===== config.mk =====
export PLATFORM = sky130hd
export DESIGN_NAME = fetch_stage
export DESIGN_NICKNAME = d
export VERILOG_FILES = /design/src/rtl/fetch_stage.sv
export SDC_FILE = /design/constraint.sdc
export NUM_CORES = 1
export LEC_CHECK = 0
export ABC_AREA = 1
export BUFFER_PORTS_ARGS = -buffer_cell sky130_fd_sc_hd__buf_2
export CELL_PAD_IN_SITES_DETAIL_PLACEMENT = 0
export CELL_PAD_IN_SITES_GLOBAL_PLACEMENT = 1
export CORE_MARGIN = 1
export CORE_UTILIZATION = 36
export CTS_CLUSTER_DIAMETER = 40
export DETAILED_ROUTE_END_ITERATION = 10
export PLACE_DENSITY_LB_ADDON = 0.08
export REMOVE_ABC_BUFFERS = 1
export SYNTH_ARGS = -nofsm -noshare
export SYNTH_HDL_FRONTEND = slang
export SYNTH_SLANG_ARGS = --single-unit

===== constraint.sdc =====
create_clock -name clk -period 2.8 [get_ports clk]
set_clock_uncertainty 0.05 [all_clocks]
set_input_delay 0.28 -clock clk [delete_from_list [all_inputs] [get_ports clk]]
set_output_delay 0.28 -clock clk [all_outputs]
set_load 0.1 [all_outputs]

===== src/rtl/fetch_stage.sv =====
// Fetch stage: owns the PC, issues requests to a variable-latency instruction memory and
// feeds the F/D latch, with a one-entry hold buffer for stalls, redirect flushing and HALT.
module fetch_stage #(
    parameter logic [15:0] RESET_PC  = 16'h0000,
    parameter logic [15:0] NOP_INSTR = 16'h0800,
    parameter logic [4:0]  HALT_OP   = 5'b00000
) (
    input  logic        clk,
    input  logic        rst,
    input  logic        stall,
    input  logic        redirect,
    input  logic [15:0] redirect_pc,
    output logic        imem_req,
    output logic [15:0] imem_addr,
    input  logic [15:0] imem_rdata,
    input  logic        imem_done,
    output logic [15:0] PC_f,
    output logic [15:0] instruction_f,
    output logic        nop,
    output logic        halted
);

    typedef enum logic [1:0] {FETCH, DROP, HOLD, HALT} state_t;

    state_t      state, state_next;
    logic [15:0] pc, pc_next, pc_inc;
    logic [15:0] buf_instr, buf_instr_next;
    logic [15:0] buf_pc, buf_pc_next;
    logic [15:0] pc_f_next, instr_next;
    logic        nop_next, halted_next;

    function automatic logic is_halt(input logic [4:0] opcode);
        return opcode == HALT_OP;
    endfunction

    assign pc_inc    = pc + 16'd2;
    assign imem_req  = (state == FETCH) || (state == DROP);
    assign imem_addr = pc;

    always_comb begin
        state_next     = state;
        pc_next        = pc;
        buf_instr_next = buf_instr;
        buf_pc_next    = buf_pc;
        pc_f_next      = PC_f;
        instr_next     = instruction_f;
        nop_next       = nop;
        halted_next    = halted;

        if (redirect) begin
            // Flush wins over stall and any response; an unanswered request must be drained.
            pc_next     = redirect_pc & 16'hFFFE;
            instr_next  = NOP_INSTR;
            nop_next    = 1'b1;
            halted_next = 1'b0;
            state_next  = (imem_req && !imem_done) ? DROP : FETCH;
        end else begin
            case (state)
                FETCH: begin
                    if (imem_done) begin
                        pc_next = pc_inc;
                        if (stall) begin
                            buf_instr_next = imem_rdata;
                            buf_pc_next    = pc_inc;
                            state_next     = HOLD;
                        end else begin
                            instr_next = imem_rdata;
                            pc_f_next  = pc_inc;
                            nop_next   = 1'b0;
                            if (is_halt(imem_rdata[15:11])) begin
                                halted_next = 1'b1;
                                state_next  = HALT;
                            end
                        end
                    end else if (!stall) begin
                        instr_next = NOP_INSTR;
                        nop_next   = 1'b1;
                    end
                end
                DROP: begin
                    if (imem_done) begin
                        state_next = FETCH;
                    end
                    if (!stall) begin
                        instr_next = NOP_INSTR;
                        nop_next   = 1'b1;
                    end
                end
                HOLD: begin
                    if (!stall) begin
                        instr_next = buf_instr;
                        pc_f_next  = buf_pc;
                        nop_next   = 1'b0;
                        if (is_halt(buf_instr[15:11])) begin
                            halted_next = 1'b1;
                            state_next  = HALT;
                        end else begin
                            state_next = FETCH;
                        end
                    end
                end
                HALT: begin
                    if (!stall) begin
                        instr_next = NOP_INSTR;
                        nop_next   = 1'b1;
                    end
                end
            endcase
        end
    end

    always_ff @(posedge clk or posedge rst) begin
        if (rst) begin
            state         <= FETCH;
            pc            <= RESET_PC;
            PC_f          <= 16'h0000;
            instruction_f <= NOP_INSTR;
            nop           <= 1'b1;
            halted        <= 1'b0;
        end else begin
            state         <= state_next;
            pc            <= pc_next;
            PC_f          <= pc_f_next;
            instruction_f <= instr_next;
            nop           <= nop_next;
            halted        <= halted_next;
        end
    end

    // Hold buffer contents are qualified by state, so they need no reset.
    always_ff @(posedge clk) begin
        buf_instr <= buf_instr_next;
        buf_pc    <= buf_pc_next;
    end

endmodule


### After elaboration in Yosys (flattened, before gate mapping)

Cells that the tools add are included.

| storage, ports and cells | value |
|---|---|
| register bits after elaboration | 84 |
| input bits | 37 |
| word-level logic and storage cells | 76 |

| operators by class | value |
|---|---|
| $add $sub $neg | 1 |
| eq/ne operators | 14 |
| multiplexer cells | 34 |
| bitwise operators | 1 |
| reductions and logical operators | 18 |

Operator list:

| cell | count |
|---|---|
| 16-bit two-way mux | 11 |
| 16-bit case mux with 3 select lines | 1 |
| 16-bit case mux with 2 select lines | 1 |
| 16-bit by 2-bit adder with 16-bit output, second input constant | 1 |
| 3-bit != test, second input constant | 5 |
| 2-bit two-way mux | 7 |
| 1-bit two-way mux | 11 |
| 5-bit zero test | 2 |
| 5-bit AND reduction | 2 |
| 2-bit != test, second input constant | 3 |
| 2-bit case mux with 3 select lines | 1 |
| 6-bit AND reduction | 1 |
| 2-bit nonzero test | 3 |
| 2-bit equality test, second input constant | 2 |
| 4-bit by 3-bit != test with 1-bit output, second input constant | 1 |
| 4-bit != test, second input constant | 1 |
| 2-bit AND reduction | 2 |
| 4-bit AND reduction | 1 |
| 4-bit nonzero test | 1 |
| 3-bit by 2-bit != test with 1-bit output, second input constant | 1 |
| 1-bit case mux with 3 select lines | 1 |
| 3-bit nonzero test | 1 |
| 2-bit by 1-bit equality test with 1-bit output, second input constant | 1 |
| 2-bit zero test | 1 |
| 6 further kinds | 6 |

### Longest topological paths before layout

Gate-level depths: netlist (run 1).

| logic depth | value |
|---|---|
| depth after elaboration | 6 |
| depth in mapped cells | 11 |
| gate-level depth less buffers | 10 |

### Least setup slack after synthesis (run 1)

No wires, ideal clock.

| timing path | value |
|---|---|
| kind | reg2reg |
| start | register state[0] |
| end | register buf_instr[0], enable pin |
| setup time | 0.419 ns |
| data arrival time | 2.225 ns |
| setup slack | 0.106 ns |
| cell stages (with the launch flop) | 5 |
| path buffers | 0 |
| path through | dfrtp_1 inv_1 ha_1 nand2_1 nor2_1 |

| between the ends | value |
|---|---|
| cells in the longest elaborated chain, start to end | 2 |

RTL lines:

| item | line | text |
|---|---|---|
| start: declaration | 25 | `state_t state, state_next;` |
| start signal: assignment | 121 | `state <= state_next;` |
| 2-bit zero test | 58 | `case (state)` |
| 4-bit AND reduction (no source line) | n/a |  |
| end signal: assignment | 132 | `buf_instr <= buf_instr_next;` |
| end: declaration | 27 | `logic [15:0] buf_instr, buf_instr_next;` |

Every way passes these cells.
A chain may end at the register's enable or synchronous reset.

### Worst setup path after layout (run 1)

| timing path | value |
|---|---|
| start | register state[0] |
| end | register state[1] |

| between the ends | value |
|---|---|
| cells in the longest elaborated chain, start to end | 3 |

RTL lines:

| item | line |
|---|---|
| 2-bit by 1-bit equality test with 1-bit output (tied with other cells) | 58 |
| 3-bit != test (no source line) (tied with other cells) | n/a |
| 5-bit AND reduction (no source line) or 2-bit two-way mux (tied branches) | n/a |

Several ways; a longest one is shown, not always the timed one.

==> run_results.csv, run 1 <==
group,metric,value,unit
synthesis,syn-instance-count,471,
global_route,grt_pass1_vias,3080,
clocking,cts_buffers,9,
placement,port_buffers,84,
finish,utilization,43.8,%
clocking,cts.sinks,81,
sta,fin_crit_sh,76.4,%
detailed_routing,vias_per_cell,4.68,
detailed_routing,drt_iter0_markers,158,
sta,slew_violations,0,
clocking,post_cts_buffers,0,
detailed_routing,detail-route-antenna-nets,0,
synthesis,synthTopCellsByArea,"dfrtp_1, edfxtp_1, nand2_1",
finish,area_growth,19.0,%
pwr,p_leak,0.00239,uW
finish,layout_commonest_cell,"nand2_1",
sta,timing.fmax,467,MHz
synthesis,synth_top_area_share,30.2,%
worst_hold_path,whs_endpoint,"buf_instr[15]",
sta,relSlewSlack,62.4,%
detailed_routing,vias,3287,
synthesis,yosysSeqAreaShare,55.0,%
finish,drive_gt1_share,22.2,%
synthesis,ys_warn_count,0,
floorplan,core,0.0108,sq mm
global_route,track_usage,18.8,%
clocking,clk_latency,0.35,ns
setup_path,ff2ff_path_depth,8,
finish,nets,599,
floorplan,start_util,36.8,%
finish,seq_area,0.00218,sq mm
pwr,swShare,56.4,%
placement,gp_congestion,0.788,
synthesis,syn_area,0.00398,sq mm
floorplan,die-area,0.0115,sq mm
setup_path,worst_setup_path_start_kind,"flop",
floorplan,die_h,107,microns
setup_path,rr_endpoint,"state[1]",
synthesis,avgSynthCellArea,8.44,sq um
synthesis,yosys_register_bits,81,
detailed_routing,wirelength,10200,microns
sta,worst_slew_pin_slew,0.564,ns
sta,setup_tns,0,ns
worst_hold_path,hold_start,"imem_rdata[15]",
setup_path,crit_required,3.01,ns
sta,rsz0062_at_grt,"no",
setup_path,end_kind,"flop",
finish,fillers,1095,
pwr,power_frac_comb,54.4,%
setup_path,worst-setup-path-type,"reg -> reg",
pwr,seqPwrFrac,30.2,%
finish,n_antenna_cell,0,
finish,layout_common_cells,"nand2_1, buf_2, dfrtp_1, nor2_1, nand3_1",
setup_path,crit_path_max_fanout,28,
detailed_routing,routedWlPerCell,14.5,microns
setup_path,r2r-start,"state[0]",
run,drv_cap,0,
worst_hold_path,hold_class,"in -> reg",
clocking,htree_levels,3,
setup_path,crit_arrival,2.35,ns
setup_path,crit_start,"state[0]",
pwr,intPower,2480,uW
pwr,vdd_drop_max,0.663,mV
global_route,grt_first_pass_wirelength,16200,microns
pwr,p_clk_share,15.4,%
clocking,cts_tree,"yes",
floorplan,die_w,107,microns
status,run_status,"completed",
finish,multi_input_area,0.00153,sq mm
sta,setup_viol,0,
sta,min_period,2.14,ns
clocking,clk_pin_slew,0.09,ns
clocking,cts_root_buffer,"clkbuf_8",
floorplan,rows,38,
synthesis,yosys.area.top_type,"dfrtp_1",
placement,dp.final_hpwl,7170,microns
setup_path,r2r_slack,0.66,ns
detailed_routing,drcViolationCount,0,
floorplan,ios,88,
sta,hold_viol,0,
global_route,grt.overflow.total,0,
synthesis,ys_types,32,
detailed_routing,dr.pass1.iters,5,
global_route,antenna_found_initial,0,
global_route,grt_max_degree,29,
clocking,clk_path_buf_depth,2,
pwr,powerDensity,1200,mW/mm^2
worst_hold_path,holdPathStages,1,
pwr,p_switching,3210,uW
cells in the mapped netlist, drive strengths merged:
library cell,n
nor2,52
edfxtp,31
a21oi,14
xnor2,3
clkbuf,1
xor2,3
o21ai,16
dfrtp,48
a22oi,9
nand4,8
o211ai,1
nor3,1
buf,17
a31oi,3
conb,1
ha,5
dfstp,2
nand2,177
or2,1
o22ai,1
inv,39
nand3,38
worst max-delay path by stage:
stage	end	slack, ns
after floorplan	buf_instr[0]	0.11
after global placement	instruction_f[11]	0.69
after detailed placement	instruction_f[11]	0.66
after CTS	state[1]	0.63
after global routing	state[1]	0.37
final	state[1]	0.66
cells by family (layout without fill, tap and decap cells):
family,Yosys count,count (layout),share of synthesized area (%)
AO/OA/AOI/OAI,44,44,6.77
other,1,2,0.0943
adder cells (fa/ha/maj),5,5,1.57
flip-flops,81,81,55.0
AND/OR/NAND/NOR,277,277,28.5
XOR/XNOR,6,6,1.32
buffers and inverters,57,147,6.77
power groups by stage:
stage                     sequential, uW  clock [uW]  combinational [uW]
after floorplan                     3320           0                 908
after global placement              1740           0                3090
after detailed placement            1750           0                3100
after CTS                           1720         907                3110
after global routing                1760         953                3290
final                               1720         876                3090
flip-flops by register name (all words and copies together), names as in the netlist:
register and cells:
imem_addr 15, halted 1, instruction_f 16, buf_instr 16, buf_pc 15, PC_f 15
state 2, nop 1
cell type report:
cell class | instances | area share (%)
Tap cell | 140 | 3.70
Sequential cell | 81 | 46.2
Clock buffer | 11 | 2.99
Clock inverter | 5 | 1.16
Timing Repair Buffer | 92 | 10.5
Inverter | 39 | 3.09
Multi-Input combinational cell | 334 | 32.4
timing repair:
| action | 4_1_cts | 5_1_grt |
|---|---|---|
| endpoints found under the hold margin | 13 | 0 |
| hold buffers | 1 | 0 |
| resized for setup | 0 | 0 |
worst max-delay path, cell delays in order, from the launching register on:
cell     delay, ns
dfrtp_1       0.42
inv_1         0.08
ha_1          0.21
buf_4         0.23
inv_2         0.42
o21ai_0       0.17
nor2_1        0.11
nand2_1       0.11
o21ai_0       0.23
per-stage QoR:
step	cells	hold slack (ns)	setup WS [ns]	power [uW]	instance area, sq um
global placement	685	0.221	0.692	4820	4520
global route	702	0.0442	0.375	6000	4730
floorplan	454	0.293	0.106	4230	3860
CTS	702	0.0400	0.627	5740	4730
finish	702	0.0603	0.661	5680	4730
detailed placement	685	0.226	0.661	4850	4520
layer usage:
layer	up-vias	wire (microns)	track usage, %
met4	0	50	5.87
met3	4	527	3.65
met1	1515	4910	26.4
met5	-	0	0
met2	75	4690	29.2
li1	1693	-	-
(Power assumes the default switching activity.)
==> run 2: changes to the inputs <==
--- a/config.mk
+++ b/config.mk
@@ -10,7 +10,7 @@
 export CELL_PAD_IN_SITES_DETAIL_PLACEMENT = 0
 export CELL_PAD_IN_SITES_GLOBAL_PLACEMENT = 1
 export CORE_MARGIN = 1
-export CORE_UTILIZATION = 36
+export CORE_UTILIZATION = 40
 export CTS_CLUSTER_DIAMETER = 40
 export DETAILED_ROUTE_END_ITERATION = 10
 export PLACE_DENSITY_LB_ADDON = 0.08
==> constraint.sdc (replaced) <==
create_clock -name clk -period 2.24 [get_ports clk]
set_clock_uncertainty 0.05 [all_clocks]
set_input_delay 0.224 -clock clk [delete_from_list [all_inputs] [get_ports clk]]
set_output_delay 0.224 -clock clk [all_outputs]
set_load 0.1 [all_outputs]
==> run 2 against run 1 <==
Utilization up 5.9 points. Total power up 25%. First-iteration DRC count up 16%. Count of clock-buffer cells in the layout up 2. Global-route usage up 1.8 points. Sequential power up 25%. Combinational power up 26%. Via count up 1.0%. Largest power group unchanged.
==> run_results.csv, run 2 (synthesis results as in run 1) <==
group,metric,value,unit
status,run_status,"completed",
sta,hold_slack,0.0191,ns
placement,place_ws,0.290,ns
global_route,track_usage,20.6,%
floorplan,ios,88,
detailed_routing,vias,3321,
setup_path,crit_arrival,1.78,ns
worst_hold_path,hold_class,"in -> reg",
sta,setup_slack,0.187,ns
pwr,p_leak,0.00244,uW
finish,layout_common_cells,"nand2_1, buf_2, dfrtp_1, nor2_1, nand3_1",
sta,rsz0062_at_grt,"no",
pwr,total_power,7100,uW
detailed_routing,drt_iter0_markers,183,
setup_path,worst-setup-path-type,"reg -> out",
sta,setup_viol,0,
placement,port_buffers,84,
clocking,cts_tree,"yes",
detailed_routing,dr.pass1.iters,4,
floorplan,die_h,102,microns
detailed_routing,vias_per_cell,4.71,
sta,fin_crit_sh,91.6,%
placement,gp_congestion,0.797,
sta,slew_violations,0,
clocking,post_cts_buffers,0,
sta,hold_viol,0,
clocking,cts.sinks,81,
clocking,htree_levels,3,
global_route,grt_pass1_vias,3113,
floorplan,start_util,41.0,%
clocking,cts_hold_buf,8,
clocking,clk_path_buf_depth,2,
placement,place_area,0.00455,sq mm
finish,reg_top3,"buf_instr: 16 flops, instruction_f: 16 flops",
clocking,cts_root_buffer,"clkbuf_8",
finish,drive_gt1_share,21.9,%
clocking,clk_pin_slew,0.08,ns
setup_path,worst_setup_path_start_kind,"flop",
placement,dp.final_hpwl,6760,microns
finish,n_antenna_cell,0,
sta,worst_slew_pin_slew,0.507,ns
finish,layout_commonest_cell,"nand2_1",
detailed_routing,wirelength,9680,microns
detailed_routing,detail-route-antenna-nets,0,
detailed_routing,routedWlPerCell,13.7,microns
finish,finish.instance_area,0.00482,sq mm
detailed_routing,drcViolationCount,0,
setup_path,crit_path_max_fanout,6,
global_route,antenna_found_initial,0,
setup_path,end_kind,"output pin",
sta,timing.fmax,487,MHz
floorplan,die-area,0.0103,sq mm
global_route,grt_max_degree,51,
pwr,vdd_drop_max,0.841,mV
run,drv_cap,0,
global_route,grt_first_pass_wirelength,16000,microns
clocking,cts_buffers,9,
floorplan,rows,36,
pwr,powerDensity,1470,mW/mm^2
finish,area_growth,21.2,%
sta,setup_tns,0,ns
global_route,grt.overflow.total,0,
clocking,clk_latency,0.35,ns
finish,fillers,993,
sta,min_period,2.05,ns
clocking,cts_resized,0,
finish,nets,609,
floorplan,die_w,102,microns
setup_path,crit_required,1.97,ns
floorplan,core,0.00968,sq mm
sta,relSlewSlack,66.2,%
[run 2: changes by cell type in the layout (fill, tap and decap cells not counted), moves of 2 or more]
cell / delta
buf_4: +2
clkbuf_1: +2
clkinv_2: -2
clkinvlp_4: -2
dlygate4sd3_1: +7
[run 2: final cells by class]
| type | count | area [sq um] | area share, % |
|---|---|---|---|
| clock buffer | 13 | 149 | 3.09 |
| clock inverter | 3 | 42.5 | 0.883 |
| inverter | 39 | 146 | 3.04 |
| multi-input combinational | 334 | 1530 | 31.7 |
| sequential | 81 | 2180 | 45.4 |
| tap | 133 | 166 | 3.45 |
| timing repair buffer | 102 | 601 | 12.5 |
[run 2: through the flow]
| step | cells | utilization, % |
|---|---|---|
| after CTS | 705 | 49.7 |
| final | 705 | 49.7 |
| after detailed placement | 681 | 46.9 |
| after global placement | 681 | 46.9 |
| after floorplan | 454 | - |
| after global routing | 705 | 49.7 |
[run 2: critical path, cell delays in order (launching register included)]
cell	delay, ns
dfrtp_1	0.42
inv_1	0.09
ha_1	0.29
nor2_1	0.10
inv_1	0.10
buf_2	0.43
[run 2: worst paths after layout]
kind,depth (start not counted),startpoint,to,slack (ns)
max reg2reg,9,state[1],PC_f[8],0.27
min,1,imem_rdata[5],buf_instr[5],0.02
max in group asynchronous,4,rst,nop,1.42
min in group asynchronous,4,rst,instruction_f[2],0.41
min reg2reg,2,instruction_f[0],instruction_f[0],0.42
max,5,state[1],imem_req,0.19
[run 2: layer usage]
metal  wire length (microns)  global-route usage (%)  part of all wire [%]  vias to the layer above
met4                     131                    7.36                   1.4                        0
met2                    4340                    32.0                    45                       61
met1                    4890                    29.4                    50                     1541
li1                        -                       -                     -                     1708
met3                     324                    2.83                   3.3                       11
met5                       0                       0                     0                        -
[run 2: where the power goes]
group,leakage [uW],internal [uW],switching [uW]
logic,0.00143,669,3210
registers,0.000908,1910,237
clock network,0.0000953,547,524
total,0.00244,3130,3970
